==> src/rtl/mod_148_4_4_timers_pkg.sv <==
// Shared definitions for the PLCA timer bank: timer state encoding and
// default durations (in bit times) of the fixed-length timers.
package mod_148_4_4_timers_pkg;

  typedef enum logic [1:0] {
    StIdle    = 2'b00,
    StRun     = 2'b01,
    StExpired = 2'b10
  } timer_state_e;

  localparam int unsigned BeaconBtDefault        = 20;
  localparam int unsigned BeaconDetBtDefault     = 22;
  localparam int unsigned InvalidBeaconBtDefault = 4000;
  localparam int unsigned IbtWDefault            = 12;

endpackage

==> src/rtl/plca_timer_unit.sv <==
// One PLCA bit-time timer: IDLE / RUN / EXPIRED with a down-counter that
// decrements on bit_tick while running. stop has priority over start.
module plca_timer_unit
  import mod_148_4_4_timers_pkg::*;
#(
  parameter int unsigned W = 8
) (
  input  logic         clk,
  input  logic         plca_reset,
  input  logic         bit_tick,
  input  logic         start,
  input  logic         stop,
  input  logic [W-1:0] dur,
  output logic         done,
  output logic         not_done,
  output logic [W-1:0] count
);

  timer_state_e state_q;
  logic [W-1:0] cnt_q;

  // State and counter update; a zero duration still needs one counted tick.
  always_ff @(posedge clk) begin
    if (plca_reset || stop) begin
      state_q <= StIdle;
      cnt_q   <= '0;
    end else if (start) begin
      state_q <= StRun;
      cnt_q   <= (dur == '0) ? W'(1) : dur;
    end else if (state_q == StRun && bit_tick) begin
      if (cnt_q <= W'(1)) begin
        state_q <= StExpired;
        cnt_q   <= '0;
      end else begin
        cnt_q <= cnt_q - W'(1);
      end
    end
  end

  assign done     = (state_q == StExpired);
  assign not_done = (state_q == StRun);
  assign count    = cnt_q;

endmodule

==> src/rtl/mod_148_4_4_timers.sv <==
// PLCA timer bank: to_timer, beacon_timer, beacon_det_timer,
// invalid_beacon_timer and burst_timer, all counted in bit times.
// Define PLCA_TIMER_DEBUG_EN to expose the live to/burst timer counters.
module mod_148_4_4_timers
  import mod_148_4_4_timers_pkg::*;
#(
  parameter int unsigned BEACON_BT         = BeaconBtDefault,
  parameter int unsigned BEACON_DET_BT     = BeaconDetBtDefault,
  parameter int unsigned INVALID_BEACON_BT = InvalidBeaconBtDefault,
  parameter int unsigned IBT_W             = IbtWDefault
) (
  input  logic       clk,
  input  logic       plca_reset,
  input  logic       bit_tick,
  input  logic       all_timers_stop,
  input  logic [7:0] plca_to_timer,
  input  logic [7:0] plca_burst_timer,
  input  logic       to_timer_start,
  input  logic       to_timer_stop,
  input  logic       beacon_timer_start,
  input  logic       beacon_det_timer_start,
  input  logic       invalid_beacon_timer_start,
  input  logic       burst_timer_start,
  output logic       to_timer_done,
  output logic       to_timer_not_done,
  output logic       beacon_timer_done,
  output logic       beacon_det_timer_done,
  output logic       beacon_det_timer_not_done,
  output logic       invalid_beacon_timer_done,
  output logic       burst_timer_done
`ifdef PLCA_TIMER_DEBUG_EN
  ,
  output logic [7:0] to_timer_count,
  output logic [7:0] burst_timer_count
`endif
);

  localparam int unsigned BeaconW    = $clog2(BEACON_BT + 1);
  localparam int unsigned BeaconDetW = $clog2(BEACON_DET_BT + 1);

  logic                  to_stop;
  logic [7:0]            to_cnt;
  logic [7:0]            burst_cnt;
  logic [BeaconW-1:0]    beacon_cnt;
  logic [BeaconDetW-1:0] beacon_det_cnt;
  logic [IBT_W-1:0]      invalid_beacon_cnt;
  logic                  beacon_nd;
  logic                  invalid_beacon_nd;
  logic                  burst_nd;
  logic                  unused_signals;

  // A start alongside to_timer_stop restarts; all_timers_stop always wins.
  assign to_stop = all_timers_stop | (to_timer_stop & ~to_timer_start);

  plca_timer_unit #(.W(8)) u_to_timer (
    .clk       (clk),
    .plca_reset(plca_reset),
    .bit_tick  (bit_tick),
    .start     (to_timer_start),
    .stop      (to_stop),
    .dur       (plca_to_timer),
    .done      (to_timer_done),
    .not_done  (to_timer_not_done),
    .count     (to_cnt)
  );

  plca_timer_unit #(.W(BeaconW)) u_beacon_timer (
    .clk       (clk),
    .plca_reset(plca_reset),
    .bit_tick  (bit_tick),
    .start     (beacon_timer_start),
    .stop      (all_timers_stop),
    .dur       (BeaconW'(BEACON_BT)),
    .done      (beacon_timer_done),
    .not_done  (beacon_nd),
    .count     (beacon_cnt)
  );

  plca_timer_unit #(.W(BeaconDetW)) u_beacon_det_timer (
    .clk       (clk),
    .plca_reset(plca_reset),
    .bit_tick  (bit_tick),
    .start     (beacon_det_timer_start),
    .stop      (all_timers_stop),
    .dur       (BeaconDetW'(BEACON_DET_BT)),
    .done      (beacon_det_timer_done),
    .not_done  (beacon_det_timer_not_done),
    .count     (beacon_det_cnt)
  );

  plca_timer_unit #(.W(IBT_W)) u_invalid_beacon_timer (
    .clk       (clk),
    .plca_reset(plca_reset),
    .bit_tick  (bit_tick),
    .start     (invalid_beacon_timer_start),
    .stop      (all_timers_stop),
    .dur       (IBT_W'(INVALID_BEACON_BT)),
    .done      (invalid_beacon_timer_done),
    .not_done  (invalid_beacon_nd),
    .count     (invalid_beacon_cnt)
  );

  plca_timer_unit #(.W(8)) u_burst_timer (
    .clk       (clk),
    .plca_reset(plca_reset),
    .bit_tick  (bit_tick),
    .start     (burst_timer_start),
    .stop      (all_timers_stop),
    .dur       (plca_burst_timer),
    .done      (burst_timer_done),
    .not_done  (burst_nd),
    .count     (burst_cnt)
  );

`ifdef PLCA_TIMER_DEBUG_EN
  assign to_timer_count    = to_cnt;
  assign burst_timer_count = burst_cnt;
  assign unused_signals    = ^{beacon_cnt, beacon_det_cnt, invalid_beacon_cnt,
                               beacon_nd, invalid_beacon_nd, burst_nd};
`else
  assign unused_signals    = ^{to_cnt, burst_cnt, beacon_cnt, beacon_det_cnt,
                               invalid_beacon_cnt, beacon_nd, invalid_beacon_nd,
                               burst_nd};
`endif

endmodule

==> config.mk <==
export PLATFORM = sky130hd
export DESIGN_NAME = mod_148_4_4_timers
export DESIGN_NICKNAME = d
export VERILOG_FILES = /design/src/rtl/mod_148_4_4_timers_pkg.sv /design/src/rtl/plca_timer_unit.sv /design/src/rtl/mod_148_4_4_timers.sv
export SDC_FILE = /design/constraint.sdc
export NUM_CORES = 1
export LEC_CHECK = 0
export ABC_CLOCK_PERIOD_IN_PS = 2000
export CAP_MARGIN = 5
export CORE_MARGIN = 2
export CORE_UTILIZATION = 40
export CTS_BUF_LIST = sky130_fd_sc_hd__clkbuf_2 sky130_fd_sc_hd__clkbuf_4 sky130_fd_sc_hd__clkbuf_8
export DETAILED_ROUTE_END_ITERATION = 10
export GPL_ROUTABILITY_DRIVEN = 0
export SYNTH_ARGS = -nofsm -noshare
export SYNTH_HDL_FRONTEND = slang
export SYNTH_SLANG_ARGS = --single-unit
==> constraint.sdc <==
create_clock -name clk -period 2 [get_ports clk]
set_input_delay 0.4 -clock clk [delete_from_list [all_inputs] [get_ports clk]]
set_output_delay 0.4 -clock clk [all_outputs]
set_load 0.01 [all_outputs]
==> results of run 1 <==
==> routing by layer <==
layer	track usage, %	routed length, um
met1	24.5	3030
met2	30.1	3050
met3	3.40	255
met4	4.91	76
met5	0	0
==> registers in the layout, summed over array words and instances (netlist names) <==
name / cells
u_beacon_timer.count: 5
u_beacon_timer.state_q: 2
u_invalid_beacon_timer.state_q: 2
u_to_timer.count: 8
u_burst_timer.count: 8
u_beacon_det_timer.count: 5
u_invalid_beacon_timer.count: 12
u_burst_timer.state_q: 2
u_beacon_det_timer.state_q: 2
u_to_timer.state_q: 2
==> where the power goes <==
group / total, mW / internal, mW / switching [mW]
combinational: 0.357 / 0.182 / 0.175
sequential: 1.02 / 0.986 / 0.0352
clock: 0.644 / 0.310 / 0.334
total: 2.02 / 1.48 / 0.544
==> final cells by class <==
cell class | count | area, um^2
fillers | 623 | 3030
multi-input cells | 242 | 1580
flip-flops and latches | 48 | 961
repair buffers | 64 | 561
clock buffers | 8 | 97.6
well taps | 77 | 96.3
inverters | 18 | 67.6
==> Yosys cell counts (2+ instances only) <==
cell and n:
sky130_fd_sc_hd__a211oi_1 3, sky130_fd_sc_hd__a21boi_0 2, sky130_fd_sc_hd__a21o_1 4, sky130_fd_sc_hd__a21oi_1 22
sky130_fd_sc_hd__a221oi_1 5, sky130_fd_sc_hd__a22oi_1 2, sky130_fd_sc_hd__a31oi_1 8, sky130_fd_sc_hd__and3b_1 3
sky130_fd_sc_hd__buf_6 2, sky130_fd_sc_hd__clkbuf_1 7, sky130_fd_sc_hd__dfxtp_1 48, sky130_fd_sc_hd__ha_1 10
sky130_fd_sc_hd__inv_1 18, sky130_fd_sc_hd__nand2_1 15, sky130_fd_sc_hd__nand2b_1 3, sky130_fd_sc_hd__nand3_1 9
sky130_fd_sc_hd__nand3b_1 8, sky130_fd_sc_hd__nand4_1 5, sky130_fd_sc_hd__nand4b_1 3, sky130_fd_sc_hd__nor2_1 30
sky130_fd_sc_hd__nor2b_1 9, sky130_fd_sc_hd__nor3_1 13, sky130_fd_sc_hd__nor4_1 11, sky130_fd_sc_hd__o21a_1 5
sky130_fd_sc_hd__o21ai_0 14, sky130_fd_sc_hd__o21ai_1 2, sky130_fd_sc_hd__o22ai_1 6, sky130_fd_sc_hd__o31ai_1 5
sky130_fd_sc_hd__o41ai_1 3, sky130_fd_sc_hd__or2_2 2, sky130_fd_sc_hd__or3_1 6, sky130_fd_sc_hd__or4_1 5
sky130_fd_sc_hd__or4_2 2, sky130_fd_sc_hd__or4_4 2, sky130_fd_sc_hd__xnor2_1 9, sky130_fd_sc_hd__xor2_1 4
==> stage by stage <==
stage	setup TNS, ns	cells
final	0	457
after CTS	0	457
after global placement	-0.744	449
after global routing	0	457
after floorplan	0	318
after detailed placement	-1.08	449
==> worst reg2reg max path, cell delays in order (launching register included) <==
cell and delay (ns):
sky130_fd_sc_hd__dfxtp_1 0.41, sky130_fd_sc_hd__inv_1 0.08, sky130_fd_sc_hd__ha_1 0.20, sky130_fd_sc_hd__or2_2 0.32
sky130_fd_sc_hd__nand3_1 0.11, sky130_fd_sc_hd__or3b_2 0.44, sky130_fd_sc_hd__a221oi_1 0.22
==> kinds of logic after synthesis <==
logic type | count (synthesis) | synth area share [%]
mux | 1 | 0.378
flops | 48 | 36.3
xor+xnor | 13 | 4.30
buf+inv | 28 | 4.58
compound gates | 86 | 21.0
fa+ha+maj | 10 | 4.72
simple gates | 132 | 28.7
==> timing repair <==
action / 4_1_cts / 5_1_grt
hold buffers: 0 / 0
resized for setup: 0 / 1
endpoints found under the setup margin: 0 / 4
==> how the worst max path moves through the flow <==
stage,end,depth (start not counted),slack [ns],start
5_1_grt,u_burst_timer.count[4]$_SDFFE_PP0P_,6,0.02,u_burst_timer.count[0]$_SDFFE_PP0P_
2_1_floorplan,u_burst_timer.count[4]$_SDFFE_PP0P_,6,0.19,u_burst_timer.count[0]$_SDFFE_PP0P_
6_report,u_burst_timer.count[4]$_SDFFE_PP0P_,6,0.13,u_burst_timer.count[0]$_SDFFE_PP0P_
3_3_place_gp,u_burst_timer.count[4]$_SDFFE_PP0P_,6,-0.08,bit_tick
3_5_place_dp,u_burst_timer.count[4]$_SDFFE_PP0P_,6,-0.10,bit_tick
4_1_cts,u_burst_timer.count[4]$_SDFFE_PP0P_,6,0.11,u_burst_timer.count[0]$_SDFFE_PP0P_
==> results.yml, run 1 <==
clock_network:
  clock_sinks: 48
  numCtsBuffers: 5
  clkLatencyLatePin_ns: 0.30
  buffer_cell_driving_the_clock_tree_root: "sky130_fd_sc_hd__clkbuf_8"
  postCtsSetupBuffers: 0
  tritoncts_clock_tree: "built"
  clk_transition_reported_paths_ns: 0.09
  ctsHtreeMaxLevel: 2
  clk_path_buf_depth: 2
synthesis:
  yosysTopAreaCellShare_pct: 36.3
  synth_cells: 318
  synth.top_cells.by_area: "sky130_fd_sc_hd__dfxtp_1 36%, sky130_fd_sc_hd__ha_1 4.7%, sky130_fd_sc_hd__nor2_1 4.3%, sky130_fd_sc_hd__a21oi_1 4.2%, sky130_fd_sc_hd__xnor2_1 3.0%"
  ys_seq_area_share_pct: 36.3
  synth_top_cell_by_area: "sky130_fd_sc_hd__dfxtp_1"
  ys_ff_latch: 48
  synthDistinctLibCells: 49
  ys.flop_type: "sky130_fd_sc_hd__dfxtp_1"
  avgSynthCellArea_um2: 8.33
  synth_nets: 354
  asyncSetResetFlopFracSynth_pct: 0
  warning_count_from_the_yosys_run: 0
  netlist_area_um2: 2650
  synth_edf_count: 0
power_and_ir_drop:
  power_density_nw_per_um2: 602
  power_mw: 2.02
  vdd_ir_drop_max_v: 0.000264
  cellLeakagePower_nw: 1.26
finish:
  drive_gt1_share_pct: 13.9
  final_common_cell: "sky130_fd_sc_hd__dfxtp_1"
  final_core_util_pct: 52.6
  layout.cell_area.non_filler_um2: 3360
  fin_nets: 415
  flow.area_growth_from_synthesis_pct: 26.8
  antenna-diode-count: 0
  layout.cells.most_common_list: "48 x sky130_fd_sc_hd__dfxtp_1, 32 x sky130_fd_sc_hd__clkdlybuf4s50_1, 32 x sky130_fd_sc_hd__buf_4"
die:
  design.core.area_um2: 6390
  pin_count: 33
  die_y_um: 85.4
  die-area_um2: 7290
  floorplan.die.width_um: 85.4
  rows: 29
  initial_utilization_pct: 41.5
worst_hold_path:
  worstHoldStart: "u_beacon_timer.count[4]$_SDFFE_PP0P_"
  worstHoldPathCells: 2
  timing.hold.worst_endpoint: "u_beacon_timer.count[4]$_SDFFE_PP0P_"
  hp-class: "register to register"
sta:
  grt_setup_unrepaired: "false"
  finalCritPeriodShare_pct: 93.6
  timing.slew.headroom_pct: 63.2
  tightest_slew_ns: 0.547
  clock.fmax_mhz: 534
  post_route_skew_ns: 0.00729
  final_ws_setup_ns: 0.128
  report.final.setup_viol: 0
  period_needed_ns: 1.87
  hold_viol: 0
  holdWs_ns: 0.504
  timing_max_transition_violations_final: 0
route:
  drt-vias-per-instance: 5.54
  number_of_drc_violations_after_detailed_routing: 0
  dr.first_iter.drc_count: 95
  totalWireLength_um: 6410
  drt-pass1-iter-count: 4
  ant_nets: 0
  avgRoutedWirePerCell_um: 14.0
  via_count: 2534
critical_path:
  timing.critical_path.slowest_cell_delay_ns: 0.44
  worst_ep_arrival_time_ns: 2.09
  worst_r2r_endpoint: "u_burst_timer.count[4]$_SDFFE_PP0P_"
  path_max_fanout: 5
  timing.setup.critical_path_class: "register to register"
  timing.critical_path.from_type: "register"
  worstReg2RegStart: "u_burst_timer.count[0]$_SDFFE_PP0P_"
  worstPathBufferInverterCount: 1
  timing.critical_path.cells: "inv_1, ha_1, or2_2, nand3_1, or3b_2, a221oi_1"
  reg2reg_depth: 6
  cpMaxStageDelayCell: "sky130_fd_sc_hd__or3b_2"
  reg2reg_slack_ns: 0.13
  worstPathRequired_ns: 2.22
  worst_setup_path_end_kind: "register"
  critPathTopFamily: "simple AND/OR/NAND/NOR gates"
grt:
  grt_max_degree: 24
  antenna_violations_before_repair: 0
  grt_first_pass_wirelength_um: 10900
  via_count_of_the_first_global_routing_pass: 2385
  groute.usage.overall_pct: 18.3
  grt_remaining_overflow: 0
run:
  drv_cap: 0
placed_design:
  detailed_place_hpwl_um: 4700
  portBuffers: 32
  preCtsSetupSlack_ns: -0.100
  placed_area_um2: 3250
run_status:
  outcome: "finished clean"
Power figures use the tool's default switching activity.
==> inputs of run 2 (changes only) <==
ABC_AREA = 1   (was unset)
==> results.yml, run 2 <==
finish:
  antenna-diode-count: 0
  layout.cells.most_common_list: "92 x sky130_fd_sc_hd__nand2_1, 71 x sky130_fd_sc_hd__nor2_1, 56 x sky130_fd_sc_hd__inv_1"
  instances_no_fill: 541
  final_core_util_pct: 49.4
  flow.area_growth_from_synthesis_pct: 19.5
  fin_nets: 496
  largest_register_ff_count: 12
  fillers: 692
  drive_gt1_share_pct: 5.86
  final_common_cell: "sky130_fd_sc_hd__nand2_1"
grt:
  via_count_of_the_first_global_routing_pass: 2481
  antenna_violations_before_repair: 0
  groute.usage.overall_pct: 17.4
  grt_first_pass_wirelength_um: 11000
  grt_max_degree: 15
  grt_remaining_overflow: 0
die:
  floorplan.die.width_um: 87.5
  design.core.area_um2: 6760
  die-area_um2: 7660
  die_y_um: 87.5
  rows: 30
  initial_utilization_pct: 41.3
  pin_count: 33
run_status:
  outcome: "finished clean"
synthesis:
  warning_count_from_the_yosys_run: 0
  avgSynthCellArea_um2: 6.63
  synth_most_common_cell: "sky130_fd_sc_hd__nand2_1"
  ys_seq_area_share_pct: 34.4
  synth_cells: 421
  synthDistinctLibCells: 35
  synth_nets: 457
  yosysTopAreaCellShare_pct: 34.4
  synth_common_cells: "92 x sky130_fd_sc_hd__nand2_1, 71 x sky130_fd_sc_hd__nor2_1, 56 x sky130_fd_sc_hd__inv_1"
  asyncSetResetFlopFracSynth_pct: 0
  synth_edf_count: 0
  ys_ff_latch: 48
  ys.flop_type: "sky130_fd_sc_hd__dfxtp_1"
  netlist_area_um2: 2790
  synth.top_cells.by_area: "sky130_fd_sc_hd__dfxtp_1 34%, sky130_fd_sc_hd__nand2_1 12%, sky130_fd_sc_hd__nor2_1 9.5%, sky130_fd_sc_hd__inv_1 7.5%, sky130_fd_sc_hd__a21oi_1 5.9%"
  synth_top_cell_by_area: "sky130_fd_sc_hd__dfxtp_1"
sta:
  hold_viol: 0
  post_route_skew_ns: 0.00802
  report.final.setup_viol: 0
  clock.fmax_mhz: 556
  tightest_slew_ns: 0.437
  timing.slew.headroom_pct: 70.6
  final_ws_setup_ns: 0.200
  grt_setup_unrepaired: "false"
  period_needed_ns: 1.80
  finalCritPeriodShare_pct: 90.0
  timing_max_transition_violations_final: 0
clock_network:
  postCtsSetupBuffers: 0
  post_cts.resized_instances: 0
  numCtsBuffers: 5
  clk_transition_reported_paths_ns: 0.08
  postCtsHoldBufs: 0
  clkLatencyLatePin_ns: 0.30
  ctsHtreeMaxLevel: 2
  tritoncts_clock_tree: "built"
  clock_sinks: 48
  clk_path_buf_depth: 2
  buffer_cell_driving_the_clock_tree_root: "sky130_fd_sc_hd__clkbuf_8"
critical_path:
  cp_num_cells: 3
  reg2reg_slack_ns: 0.26
  timing.setup.critical_path_class: "register to output pin"
  critPathCapture: "beacon_det_timer_not_done"
  worstPathBufferInverterCount: 2
  critPathTopFamily: "buffers and inverters"
  timing.critical_path.slowest_cell_delay_ns: 0.57
  worst_r2r_endpoint: "u_burst_timer.count[2]$_SDFFE_PP0P_"
  timing.critical_path.cells: "inv_1, nor2_1, clkdlybuf4s50_1"
  startpoint: "u_beacon_det_timer.state_q[0]$_SDFFE_PP0P_"
  worstPathRequired_ns: 1.60
  path_max_fanout: 3
  timing.critical_path.from_type: "register"
  cpMaxStageDelayCell: "sky130_fd_sc_hd__clkdlybuf4s50_1"
  worst_setup_path_end_kind: "output pin"
  worst_ep_arrival_time_ns: 1.40
  worstReg2RegStart: "u_burst_timer.count[0]$_SDFFE_PP0P_"
  reg2reg_depth: 9
route:
  avgRoutedWirePerCell_um: 11.3
  drt-pass1-iter-count: 5
  drt-vias-per-instance: 4.97
  number_of_drc_violations_after_detailed_routing: 0
  dr.first_iter.drc_count: 87
  via_count: 2690
  ant_nets: 0
  totalWireLength_um: 6140
placed_design:
  preCtsSetupSlack_ns: -0.0367
  detailed_place_hpwl_um: 4750
  placedCellCount: 533
  portBuffers: 32
power_and_ir_drop:
  power_mw: 2.08
  power_density_nw_per_um2: 623
  cellLeakagePower_nw: 1.44
  vdd_ir_drop_max_v: 0.000334
run:
  drv_cap: 0
worst_hold_path:
  hp-class: "register to register"
-- run 2: changes by cell type after synthesis, sizes merged, moves of 9 or more --
cell	before	now
xor2	4	13
nor2	30	77
inv	18	58
nor4	13	0
nand2	15	93
a21oi	22	33
nor2b	9	0
nand3	9	29
or4	9	0
-- run 2: through the flow --
step / instance area (um^2) / setup TNS, ns / hold WS, ns
detailed placement: 3220 / -0.0367 / 0.469
global route: 3340 / 0 / 0.501
floorplan: 2790 / 0 / 0.448
CTS: 3340 / 0 / 0.485
finish: 3340 / 0 / 0.479
global placement: 3220 / 0 / 0.465
-- run 2: worst min path at each step --
stage,start,endpoint,slack [ns],cells after the start
detailed placement,u_beacon_det_timer.state_q[0]$_SDFFE_PP0P_,u_beacon_det_timer.state_q[0]$_SDFFE_PP0P_,0.47,2
global route,u_beacon_det_timer.state_q[0]$_SDFFE_PP0P_,u_beacon_det_timer.state_q[0]$_SDFFE_PP0P_,0.50,2
finish,u_beacon_det_timer.state_q[1]$_SDFFE_PP0P_,u_beacon_det_timer.state_q[1]$_SDFFE_PP0P_,0.48,2
floorplan,u_beacon_det_timer.state_q[1]$_SDFFE_PP0P_,u_beacon_det_timer.state_q[1]$_SDFFE_PP0P_,0.45,2
CTS,u_beacon_det_timer.state_q[0]$_SDFFE_PP0P_,u_beacon_det_timer.state_q[0]$_SDFFE_PP0P_,0.48,2
global placement,u_beacon_det_timer.state_q[1]$_SDFFE_PP0P_,u_beacon_det_timer.state_q[1]$_SDFFE_PP0P_,0.47,2
-- run 2: tightest hold or removal path, stage by stage (launching register included) --
cell	delay (ns)
sky130_fd_sc_hd__dfxtp_1	0.32
sky130_fd_sc_hd__inv_1	0.07
sky130_fd_sc_hd__a21oi_1	0.06
-- run 2: cells by family (layout without fill, tap and decap cells) --
kind of cell    count (synthesis)  in the layout  synth area share (%)
compound gates                 65             65                  13.0
xor+xnor                       14             14                  4.39
fa+ha+maj                      10             10                  4.48
buf+inv                        63            103                  8.70
flops                          48             48                  34.4
simple gates                  221            221                  35.0
-- run 2: area by class of cell --
cell class	instances	area [um^2]	share of cell area [%]
clock inverters	2	35.0	1.05
multi-input cells	310	1590	47.6
well taps	80	100	3.00
clock buffers	6	76.3	2.29
repair buffers	37	358	10.7
flip-flops and latches	48	961	28.8
inverters	58	218	6.53
-- run 2: power breakdown --
group	leakage [nW]	switching (mW)	internal [mW]
Sequential	0.391	0.0269	0.985
Combinational	0.993	0.209	0.151
Clock	0.0586	0.321	0.385
-- run 2: layer usage --
layer | vias to the layer above | global-route usage, % | routed length (um)
li1 | 1427 | - | -
met2 | 57 | 28.7 | 2830
met4 | 0 | 5.73 | 98
met5 | - | 0 | 0
met3 | 8 | 2.92 | 175
met1 | 1198 | 23.3 | 3040
